===== src/rtl/pl_pkg.sv =====
// Shared types and helpers for the forwarding/hazard unit.
//   REG_X0          : architectural zero register, never forwarded or stalled on
//   shadow_entry_t  : one in-flight destination record of the shadow pipeline
//   fwd_sel_w()     : width of a forward select able to encode 0..fwd_stages
package pl_pkg;

  localparam logic [4:0] REG_X0 = 5'd0;

  typedef struct packed {
    logic       valid;
    logic [4:0] rd;
    logic       wren;
    logic       is_load;
  } shadow_entry_t;

  function automatic int fwd_sel_w(input int fwd_stages);
    return $clog2(fwd_stages + 1);
  endfunction

endpackage


===== src/rtl/fwd_operand_mux.sv =====
// Per-operand forward mux.
//   sel_i        : 0 = register-file operand, k = i_stage_data[k-1]
//   rs_data_i    : register-file operand in EX
//   stage_data_i : results of MEM (idx 0) .. last forwarding stage
//   operand_o    : selected ALU operand; an out-of-range select gives 0
module fwd_operand_mux #(
  parameter int XLEN       = 32,
  parameter int FWD_STAGES = 2,
  parameter int SELW       = pl_pkg::fwd_sel_w(FWD_STAGES)
) (
  input  logic [SELW-1:0]                  sel_i,
  input  logic [XLEN-1:0]                  rs_data_i,
  input  logic [FWD_STAGES-1:0][XLEN-1:0]  stage_data_i,
  output logic [XLEN-1:0]                  operand_o
);

  always_comb begin
    operand_o = '0;
    if (sel_i == '0) begin
      operand_o = rs_data_i;
    end else begin
      for (int k = 0; k < FWD_STAGES; k++)
        if (sel_i == SELW'(k + 1)) operand_o = stage_data_i[k];
    end
  end

endmodule


===== src/rtl/fwd_hazard_unit.sv =====
// Forwarding / load-use hazard unit for the pipelined RV32I core.
// Tracks in-flight destinations (EX..last forwarding stage) in a shadow
// pipeline, registers per-operand forward selects for the instruction
// entering EX, raises a stall on load-use hazards and counts stall cycles.
//   i_clk, i_rst   : clock, async active-high reset
//   i_hold         : global freeze, no state changes
//   i_flush        : kill the instruction entering EX
//   i_id_*         : decoded info of the instruction in ID
//   i_rs_data_ex   : register-file operands of the instruction in EX
//   i_stage_data   : MEM (idx 0) .. last stage results
//   o_stall        : hold PC + IF/ID, bubble into EX (combinational)
//   o_fwd_sel      : registered forward selects of the instruction in EX
//   o_operand_fwd  : forwarded ALU operands
//   o_stall_cnt    : saturating count of stall cycles
// FWD_STAGES must be at least LOAD_LAT+1 so a stalled load always lands in
// a forwardable stage.
module fwd_hazard_unit
  import pl_pkg::*;
#(
  parameter  int XLEN       = 32,
  parameter  int NUM_SRC    = 2,
  parameter  int FWD_STAGES = 2,
  parameter  int LOAD_LAT   = 1,
  localparam int SELW       = fwd_sel_w(FWD_STAGES)
) (
  input  logic                             i_clk,
  input  logic                             i_rst,
  input  logic                             i_hold,
  input  logic                             i_flush,
  input  logic                             i_id_valid,
  input  logic [NUM_SRC-1:0][4:0]          i_id_rs_addr,
  input  logic [4:0]                       i_id_rd_addr,
  input  logic                             i_id_rd_wren,
  input  logic                             i_id_is_load,
  input  logic [NUM_SRC-1:0][XLEN-1:0]     i_rs_data_ex,
  input  logic [FWD_STAGES-1:0][XLEN-1:0]  i_stage_data,
  output logic                             o_stall,
  output logic [NUM_SRC-1:0][SELW-1:0]     o_fwd_sel,
  output logic [NUM_SRC-1:0][XLEN-1:0]     o_operand_fwd,
  output logic [31:0]                      o_stall_cnt
);

  shadow_entry_t [FWD_STAGES:0]     shadow_q, shadow_d;
  logic [NUM_SRC-1:0][SELW-1:0]     sel_q, sel_d;
  logic [31:0]                      cnt_q, cnt_d;
  logic [NUM_SRC-1:0][FWD_STAGES:0] match;
  logic                             load_hit;

  // match[s][p]: shadow entry p produces the register source s reads
  always_comb begin
    match = '0;
    for (int s = 0; s < NUM_SRC; s++)
      for (int p = 0; p <= FWD_STAGES; p++)
        match[s][p] = shadow_q[p].valid & shadow_q[p].wren &
                      (shadow_q[p].rd != REG_X0) &
                      (shadow_q[p].rd == i_id_rs_addr[s]);
  end

  // A load younger than LOAD_LAT stages cannot supply data in time.
  always_comb begin
    load_hit = 1'b0;
    for (int s = 0; s < NUM_SRC; s++)
      for (int p = 0; p < LOAD_LAT; p++)
        if (match[s][p] && shadow_q[p].is_load) load_hit = 1'b1;
    o_stall = i_id_valid & ~i_flush & load_hit;
  end

  // Entry p sits at source idx p once the ID instruction reaches EX.
  // Scan oldest to youngest so the nearest producer wins.
  always_comb begin
    sel_d = '0;
    for (int s = 0; s < NUM_SRC; s++)
      for (int p = FWD_STAGES - 1; p >= 0; p--)
        if (match[s][p]) sel_d[s] = SELW'(p + 1);
    if (o_stall || i_flush) sel_d = '0;
  end

  always_comb begin
    shadow_d[0].valid   = i_id_valid & ~o_stall & ~i_flush;
    shadow_d[0].rd      = i_id_rd_addr;
    shadow_d[0].wren    = i_id_rd_wren;
    shadow_d[0].is_load = i_id_is_load;
    for (int p = 1; p <= FWD_STAGES; p++) shadow_d[p] = shadow_q[p-1];
  end

  assign cnt_d = (o_stall && cnt_q != '1) ? cnt_q + 32'd1 : cnt_q;

  always_ff @(posedge i_clk or posedge i_rst) begin
    if (i_rst) begin
      shadow_q <= '0;
      sel_q    <= '0;
      cnt_q    <= '0;
    end else if (!i_hold) begin
      shadow_q <= shadow_d;
      sel_q    <= sel_d;
      cnt_q    <= cnt_d;
    end
  end

  for (genvar s = 0; s < NUM_SRC; s++) begin : g_src
    fwd_operand_mux #(
      .XLEN      (XLEN),
      .FWD_STAGES(FWD_STAGES),
      .SELW      (SELW)
    ) u_mux (
      .sel_i       (sel_q[s]),
      .rs_data_i   (i_rs_data_ex[s]),
      .stage_data_i(i_stage_data),
      .operand_o   (o_operand_fwd[s])
    );
  end

  assign o_fwd_sel   = sel_q;
  assign o_stall_cnt = cnt_q;

endmodule


===== config.mk =====
export PLATFORM = sky130hd
export DESIGN_NAME = fwd_hazard_unit
export DESIGN_NICKNAME = d
export VERILOG_FILES = /design/src/rtl/pl_pkg.sv /design/src/rtl/fwd_operand_mux.sv /design/src/rtl/fwd_hazard_unit.sv
export SDC_FILE = /design/constraint.sdc
export NUM_CORES = 1
export LEC_CHECK = 0
export CAP_MARGIN = 5
export CELL_PAD_IN_SITES_DETAIL_PLACEMENT = 0
export CELL_PAD_IN_SITES_GLOBAL_PLACEMENT = 1
export CORE_ASPECT_RATIO = 1.2
export CORE_MARGIN = 1
export CORE_UTILIZATION = 25
export DETAILED_ROUTE_END_ITERATION = 12
export PLACE_DENSITY_LB_ADDON = 0.1
export SLEW_MARGIN = 30
export SYNTH_ARGS = -nofsm -noshare
export SYNTH_HDL_FRONTEND = slang
export SYNTH_HIERARCHICAL = 1
export SYNTH_SLANG_ARGS = --single-unit

===== constraint.sdc =====
create_clock -name i_clk -period 1.72 [get_ports i_clk]
set_input_delay 0.344 -clock i_clk [delete_from_list [all_inputs] [get_ports i_clk]]
set_output_delay 0.344 -clock i_clk [all_outputs]
set_load 0.01 [all_outputs]

==> results of run 1 <==
-- metrics by stage --
stage	setup TNS, ps	hold slack [ps]	worst slack [ps]	utilization
2_1_floorplan	-133	479	-30.3	-
3_3_place_gp	-32590	490	-826	0.467
3_5_place_dp	-34740	496	-843	0.467
4_1_cts	-18500	261	-380	0.529
5_1_grt	-19840	270	-389	0.564
6_report	-12600	265	-258	0.564
-- flip-flops by register name, summed over array words and instances (netlist names) --
signal       cells
o_fwd_sel        4
o_stall_cnt     32
shadow_d        15
-- power breakdown --
part	total, mW	switching (mW)	internal, mW
Sequential	1.30	0.0559	1.24
Clock	1.15	0.461	0.694
Combinational	1.14	0.454	0.687
Total	3.60	0.971	2.62
-- worst max path at each step --
stage	from	slack, ps	endpoint	cells after the start
finish	shadow_d[11]	-260	o_stall	6
floorplan	shadow_d[14]	-30	o_stall_cnt[6]	6
global placement	i_id_rs_addr[1]	-830	o_stall	7
detailed placement	i_id_rs_addr[0]	-840	o_stall	7
CTS	shadow_d[14]	-380	o_stall	6
global route	shadow_d[14]	-390	o_stall	6
-- cells in the mapped netlist, types with 2 or more instances --
library cell / instances / area share
sky130_fd_sc_hd__inv_1: 6 / 0.0054
sky130_fd_sc_hd__nor2b_4: 2 / 0.0066
sky130_fd_sc_hd__mux2_2: 13 / 0.035
sky130_fd_sc_hd__nor3_1: 11 / 0.013
sky130_fd_sc_hd__nand3_1: 21 / 0.025
sky130_fd_sc_hd__buf_4: 3 / 0.0054
sky130_fd_sc_hd__or3_1: 2 / 0.0030
sky130_fd_sc_hd__nor2_1: 10 / 0.0090
sky130_fd_sc_hd__nor3_4: 2 / 0.0078
sky130_fd_sc_hd__dfrtp_1: 51 / 0.31
sky130_fd_sc_hd__nor4_1: 3 / 0.0045
sky130_fd_sc_hd__nand4_1: 9 / 0.013
sky130_fd_sc_hd__xor2_1: 24 / 0.050
sky130_fd_sc_hd__xnor2_1: 27 / 0.057
sky130_fd_sc_hd__o21ai_0: 3 / 0.0036
sky130_fd_sc_hd__a32o_1: 2 / 0.0048
sky130_fd_sc_hd__and4_1: 3 / 0.0063
sky130_fd_sc_hd__o2bb2ai_1: 44 / 0.092
sky130_fd_sc_hd__clkbuf_1: 5 / 0.0045
sky130_fd_sc_hd__o2bb2ai_2: 20 / 0.072
sky130_fd_sc_hd__and3_1: 4 / 0.0060
sky130_fd_sc_hd__nand2_1: 17 / 0.015
sky130_fd_sc_hd__buf_6: 16 / 0.043
sky130_fd_sc_hd__a21oi_1: 3 / 0.0036
sky130_fd_sc_hd__mux2i_1: 64 / 0.15
sky130_fd_sc_hd__buf_2: 2 / 0.0024
sky130_fd_sc_hd__nor3_2: 2 / 0.0048
-- layer usage --
metal | vias up | global-route usage | routed length, um
met5 | - | 0 | 0
li1 | 2266 | - | -
met2 | 167 | 0.388 | 9800
met1 | 2283 | 0.233 | 7280
met3 | 17 | 0.0560 | 1340
met4 | 0 | 0.0480 | 312
-- critical path, cell delays in order (launching register included) --
cell                        delay [ps]
sky130_fd_sc_hd__dfrtp_2           470
sky130_fd_sc_hd__nor4_2            320
sky130_fd_sc_hd__buf_4             170
sky130_fd_sc_hd__a21oi_1            90
sky130_fd_sc_hd__o2111ai_2         120
sky130_fd_sc_hd__nor2_2             60
sky130_fd_sc_hd__buf_6             130
-- cell families (layout without fill, tap and decap cells) --
family | count (synthesis) | after routing | share of synthesized area
fa+ha+maj | 1 | 1 | 0.00300
xor+xnor | 51 | 51 | 0.107
buf+inv | 33 | 424 | 0.0618
compound gates | 83 | 83 | 0.208
mux | 77 | 77 | 0.189
flops | 51 | 51 | 0.306
simple gates | 91 | 91 | 0.126
-- layout make-up --
cell class	count	area share
inverter	6	0.00246
sequential	51	0.140
clock inverter	2	0.00423
tap	212	0.0289
clock buffer	6	0.0141
multi-input combinational	303	0.376
timing repair buffer	410	0.434
-- what timing repair did --
item / 4_1_cts / 5_1_grt
setup endpoints to repair: 104 / 107
buffers inserted: 50 / 19
pin swaps: 54 / 33
resized for setup: 414 / 105
cloned: 6 / 0
==> metrics.md, run 1 <==
| Metric | Value |
|---|---|
| Data arrival time at the worst-slack endpoint | 1630 ps |
| Vias per cell | approximately 4.8 |
| Worst Tran Pin Value | slightly above 400 ps |
| Clock period minus final worst setup slack | between 1500 and 2000 ps |
| Yosys synthesis warning count | 6 |
| Num CTS Buffers | 5 |
| Type of destination of the critical path | output port |
| Seq cells post-synth | 51 |
| Finished layout cell area | approximately 0.009 mm^2 |
| Layout overhead on the synthesized area | 120% |
| Net count after synthesis | 538 |
| Cell count of the worst reg-to-reg path | 9 |
| FF+latch area | between 0.001 and 0.0015 mm^2 |
| Fraction of synthesis flops using an asynchronous set or reset pin | 1.00 |
| Worst reg2reg startpoint | shadow_d[11] |
| Max Fclk | ~510 MHz |
| Combined area of the multi-input logic cells | roughly 0.0035 mm^2 |
| Die width | approximately 120 um |
| DRT antenna net count | 0 |
| Finished Layout Cells | between 900 and 1000 |
| Pin count of the biggest net entering global routing | 39 |
| Count of endpoints failing setup in the final report | between 90 and 100 |
| Failing checks | setup timing |
| Worst min path class | input port to asynchronous set/reset pin |
| Final worst path period share | 1.15 |
| HPWL after detailed placement | between 10000 and 15000 um |
| Cells after DPL | a little over 900 |
| Number of port buffers | 250 |
| Total power draw | 3.60 mW |
| Synthesized instance count | about 390 |
| Cell area after technology mapping | 0.00417 mm^2 |
| Core area | about 0.016 mm^2 |
| Register area share after synthesis | 0.306 |
| Startpoint class of the critical path | flop |
| Synth Area per Inst | 10.8 um^2 |
| Number of flops mapped to enable cells by yosys | 0 |
| Slew Viols, Final | 0 |
| Number of DRC markers after the initial detailed-route iteration | slightly below 90 |
| Worst setup path category | flop to output port |
| Remaining global-route overflow | 0 |
| Number of antenna violations at the first check in global routing | 0 |
| Sink count of the clock tree | 51 |
| Setup slack, reg-to-reg | -240 ps |
| Wire length of the first global-routing pass | roughly 28000 um |
| Maximum fanout along the worst path | 4 |
| Deepest clock path buffer count | 2 |
| Outcome | finished with violations |
| Pre-antenna DRT Iters | 4 |
| Die Y | roughly 140 um |
| Endpoints failing hold | 0 |
| Die area | between 0.015 and 0.02 mm^2 |
| Number of global-route vias before repair | about 5000 |
| Final setup margin | -258 ps |
| Overall fraction of global-route tracks in use | 0.208 |
| Inserted Diodes | 0 |
| Worst reg2reg endpoint | o_stall_cnt[9] |
| Top library cells by usage in the layout, fill and taps aside | 168 x sky130_fd_sc_hd__clkdlybuf4s50_1, 89 x sky130_fd_sc_hd__buf_4, 71 x sky130_fd_sc_hd__buf_6 |
| Final nets | 928 |
| Worst rel slew slack | 0.731 |
| Clock transition at path regs | roughly 70 ps |
| Lkg Pwr | ~3.8 nW |
| Total wire length | 18700 um |
| Effective utilization at floorplan | 0.256 |
| Placer's final routability congestion estimate | ~0.83 |
| Vias | ~4700 |
| Skew-Pair Late Insertion Delay | between 200 and 300 ps |
| Final routed DRC violation total | 0 |
| Fill cells | approximately 1400 |
| Placed inst area | 0.00760 mm^2 |
| Prevailing post-synth register cell | sky130_fd_sc_hd__dfrtp_1 |
| Clock root buffer | sky130_fd_sc_hd__clkbuf_16 |
| CTS H-tree depth | 2 |
| Commonest non-fill, non-tap cell in the layout | sky130_fd_sc_hd__clkdlybuf4s50_1 |
| Required time of the worst setup path | 1380 ps |
| Total power divided by cell area | around 400 mW/mm^2 |
| CTS tree | built |
| Wire per inst | between 15 and 20 um |
| I/O Pins | between 200 and 300 |
| Post-synthesis cell type count | 45 |
| Max IR drop VDD | 0.592 mV |
| Row cnt | roughly 50 |
| Hold buffers post-CTS | 0 |
| Skew final | ~4.6 ps |
| Setup repair after global routing missed its margin | true |
| Fraction of final layout cells sized beyond drive strength 1 | 0.494 |
| Max_cap viols | 0 |
(Power assumes the default switching activity.)
==> run 2, diff against run 1 <==
--- a/config.mk
+++ b/config.mk
@@ -10,9 +10,10 @@
 export CELL_PAD_IN_SITES_GLOBAL_PLACEMENT = 1
 export CORE_ASPECT_RATIO = 1.2
 export CORE_MARGIN = 1
-export CORE_UTILIZATION = 25
+export CORE_UTILIZATION = 28
 export DETAILED_ROUTE_END_ITERATION = 12
 export PLACE_DENSITY_LB_ADDON = 0.1
+export SKIP_LAST_GASP = 1
 export SLEW_MARGIN = 30
 export SYNTH_ARGS = -nofsm -noshare
 export SYNTH_HDL_FRONTEND = slang
==> constraint.sdc (replaced) <==
create_clock -name i_clk -period 2.2 [get_ports i_clk]
set_input_delay 0.44 -clock i_clk [delete_from_list [all_inputs] [get_ports i_clk]]
set_output_delay 0.44 -clock i_clk [all_outputs]
set_load 0.01 [all_outputs]
==> run 2 against run 1 <==
  * The run still ends with setup timing left
  * Total power is 29% lower
  * Die area is 11% lower
  * Clock-buffer cell count is 1 lower
  * Highest routed layer unchanged
==> metrics.md, run 2 (same netlist as run 1, synthesis figures left out) <==
| Metric | Value |
|---|---|
| P_sw | 0.692 mW |
| CTS tree | built |
| Clock transition at path regs | 70 ps |
| Overall fraction of global-route tracks in use | 0.210 |
| Endpoints failing hold | 0 |
| Clock root buffer | sky130_fd_sc_hd__clkbuf_16 |
| Net switching share of the total power | 0.271 |
| Worst setup path category | flop to output port |
| Power share of the combinational group | 0.286 |
| Number of DRC markers after the initial detailed-route iteration | between 100 and 150 |
| CTS H-tree depth | 2 |
| Data arrival time at the worst-slack endpoint | approximately 1800 ps |
| Worst min path class | input port to asynchronous set/reset pin |
| Die Y | around 140 um |
| Effective utilization at floorplan | 0.288 |
| Final routed DRC violation total | 0 |
| Total power draw | ~2.6 mW |
| Portion of total power attributed to the clock network | 0.317 |
| Post-Place Setup Slack | -650 ps |
| Wire per inst | about 19 um |
| Die width | 113 um |
| Deepest clock path buffer count | 2 |
| Register share of total power | 0.396 |
| Outcome | finished with violations |
| Max Fclk | approximately 440 MHz |
| Highest-delay cell along the critical path | sky130_fd_sc_hd__clkdlybuf4s50_1 |
| Finished Layout Cells | roughly 870 |
| CP max stage delay | 560 ps |
| Remaining global-route overflow | 0 |
| Commonest non-fill, non-tap cell in the layout | sky130_fd_sc_hd__clkdlybuf4s50_1 |
| Max reg flops | 32 |
| Cell-internal power | between 1.5 and 2 mW |
| Die area | 0.0154 mm^2 |
| Final nets | 816 |
| Lkg Pwr | between 2 and 3 nW |
| DRT antenna net count | 0 |
| Core area | 0.0145 mm^2 |
| CP startpoint | o_fwd_sel[2] |
| Setup TNS after final layout | -76.8 ps |
| HPWL after detailed placement | roughly 13000 um |
| Layout overhead on the synthesized area | 76.0% |
| Worst rel slew slack | 0.719 |
| Critical path, cell by cell | nor2b_4 > buf_16 > o2bb2ai_1 > clkdlybuf4s50_1 |
| Final setup margin | -60.7 ps |
| Max_cap viols | 0 |
| Placer's final routability congestion estimate | about 0.85 |
| Final worst path period share | 1.03 |
| Max IR drop VDD | 0.406 mV |
| Vias per cell | a little under 5 |
| Cell count of the worst reg-to-reg path | 9 |
| Wire length of the first global-routing pass | approximately 25000 um |
| Setup repair after global routing missed its margin | true |
| Type of destination of the critical path | output port |
| Total wire length | 16400 um |
| Sink count of the clock tree | around 50 |
| Vias | between 4000 and 5000 |
| Cells after DPL | 850 |
| Skew final | 7.30 ps |
| Pin count of the biggest net entering global routing | 52 |
| Worst Tran Pin Value | ~420 ps |
| Total power divided by cell area | between 300 and 400 mW/mm^2 |
| Required time of the worst setup path | ~1800 ps |
| Pre-antenna DRT Iters | 4 |
| Slew Viols, Final | 0 |
| Number of port buffers | 250 |
| Maximum fanout along the worst path | 11 |
| Number of global-route vias before repair | 4427 |
| Top library cells by usage in the layout, fill and taps aside | 180 x sky130_fd_sc_hd__clkdlybuf4s50_1, 64 x sky130_fd_sc_hd__mux2i_1, 49 x sky130_fd_sc_hd__dfrtp_1 |
| Skew-Pair Late Insertion Delay | around 290 ps |
| Startpoint class of the critical path | flop |
| Num CTS Buffers | 5 |
| I/O Pins | about 250 |
| Worst reg2reg startpoint | shadow_d[14] |
| Fraction of final layout cells sized beyond drive strength 1 | 0.176 |
| Clock period minus final worst setup slack | about 2300 ps |
| Row cnt | 48 |
| Number of antenna violations at the first check in global routing | 1 |
| Count of endpoints failing setup in the final report | 2 |
| Failing checks | setup timing |
-- run 2: cell type report --
type / count / area, um^2
fillers: 1341 / 7130
diodes: 1 / 2.50
flip-flops and latches: 51 / 1280
clock buffers: 5 / 125
clock inverters: 3 / 27.5
repair buffers: 298 / 2980
well taps: 200 / 250
multi-input cells: 303 / 2660
inverters: 6 / 22.5
-- run 2: power groups by stage --
stage          sequential, mW  combinational, mW  clock, mW
2_1_floorplan            1.02              0.254          0
3_3_place_gp             1.03              0.761          0
3_5_place_dp             1.03              0.770          0
4_1_cts                  1.01              0.745      0.840
5_1_grt                  1.02              0.786      0.875
6_report                 1.01              0.731      0.810
-- run 2: routing by layer --
layer	GRT usage	part of all wire
met3	0.0698	0.082
met5	0	0
met2	0.377	0.50
met1	0.225	0.38
met4	0.0877	0.031
-- run 2: worst paths after layout --
| kind | endpoint | slack, ps |
|---|---|---|
| max in group asynchronous | o_stall_cnt[16] | 1450 |
| max | o_operand_fwd[38] | -60 |
| min in group i_clk | o_stall_cnt[30] | 500 |
| max reg2reg | o_stall_cnt[25] | 160 |
| min | o_fwd_sel[0] | 500 |
| min reg2reg | o_stall_cnt[30] | 500 |
-- run 2: stage by stage --
stage	utilization	hold slack [ps]	cell area (um^2)
after floorplan	-	479	4170
after global placement	0.490	481	7090
after detailed placement	0.490	486	7090
after CTS	0.502	502	7270
after global routing	0.507	517	7340
final	0.507	496	7340
-- run 2: what timing repair did --
item                                    in CTS  in global routing
setup buffers                                6                  1
endpoints found under the setup margin      65                 39
pin swaps                                    5                  7
gates cloned                                 1                  0
resized for setup                           50                 44
hold buffers                                 0                  0
-- run 2: critical path, delay by kind of cell (launching register included) --
kind | cells | cell delay (ps)
flip-flops | 1 | 460
AND/OR/NAND/NOR | 1 | 220
buffers and inverters | 2 | 740
AO/OA/AOI/OAI | 1 | 120
==> run 3, diff against run 2 <==
--- a/config.mk
+++ b/config.mk
@@ -5,7 +5,6 @@
 export SDC_FILE = /design/constraint.sdc
 export NUM_CORES = 1
 export LEC_CHECK = 0
-export CAP_MARGIN = 5
 export CELL_PAD_IN_SITES_DETAIL_PLACEMENT = 0
 export CELL_PAD_IN_SITES_GLOBAL_PLACEMENT = 1
 export CORE_ASPECT_RATIO = 1.2
==> results of run 3 <==
Same layout as run 2: the final DEF is identical, and so are final timing and power.
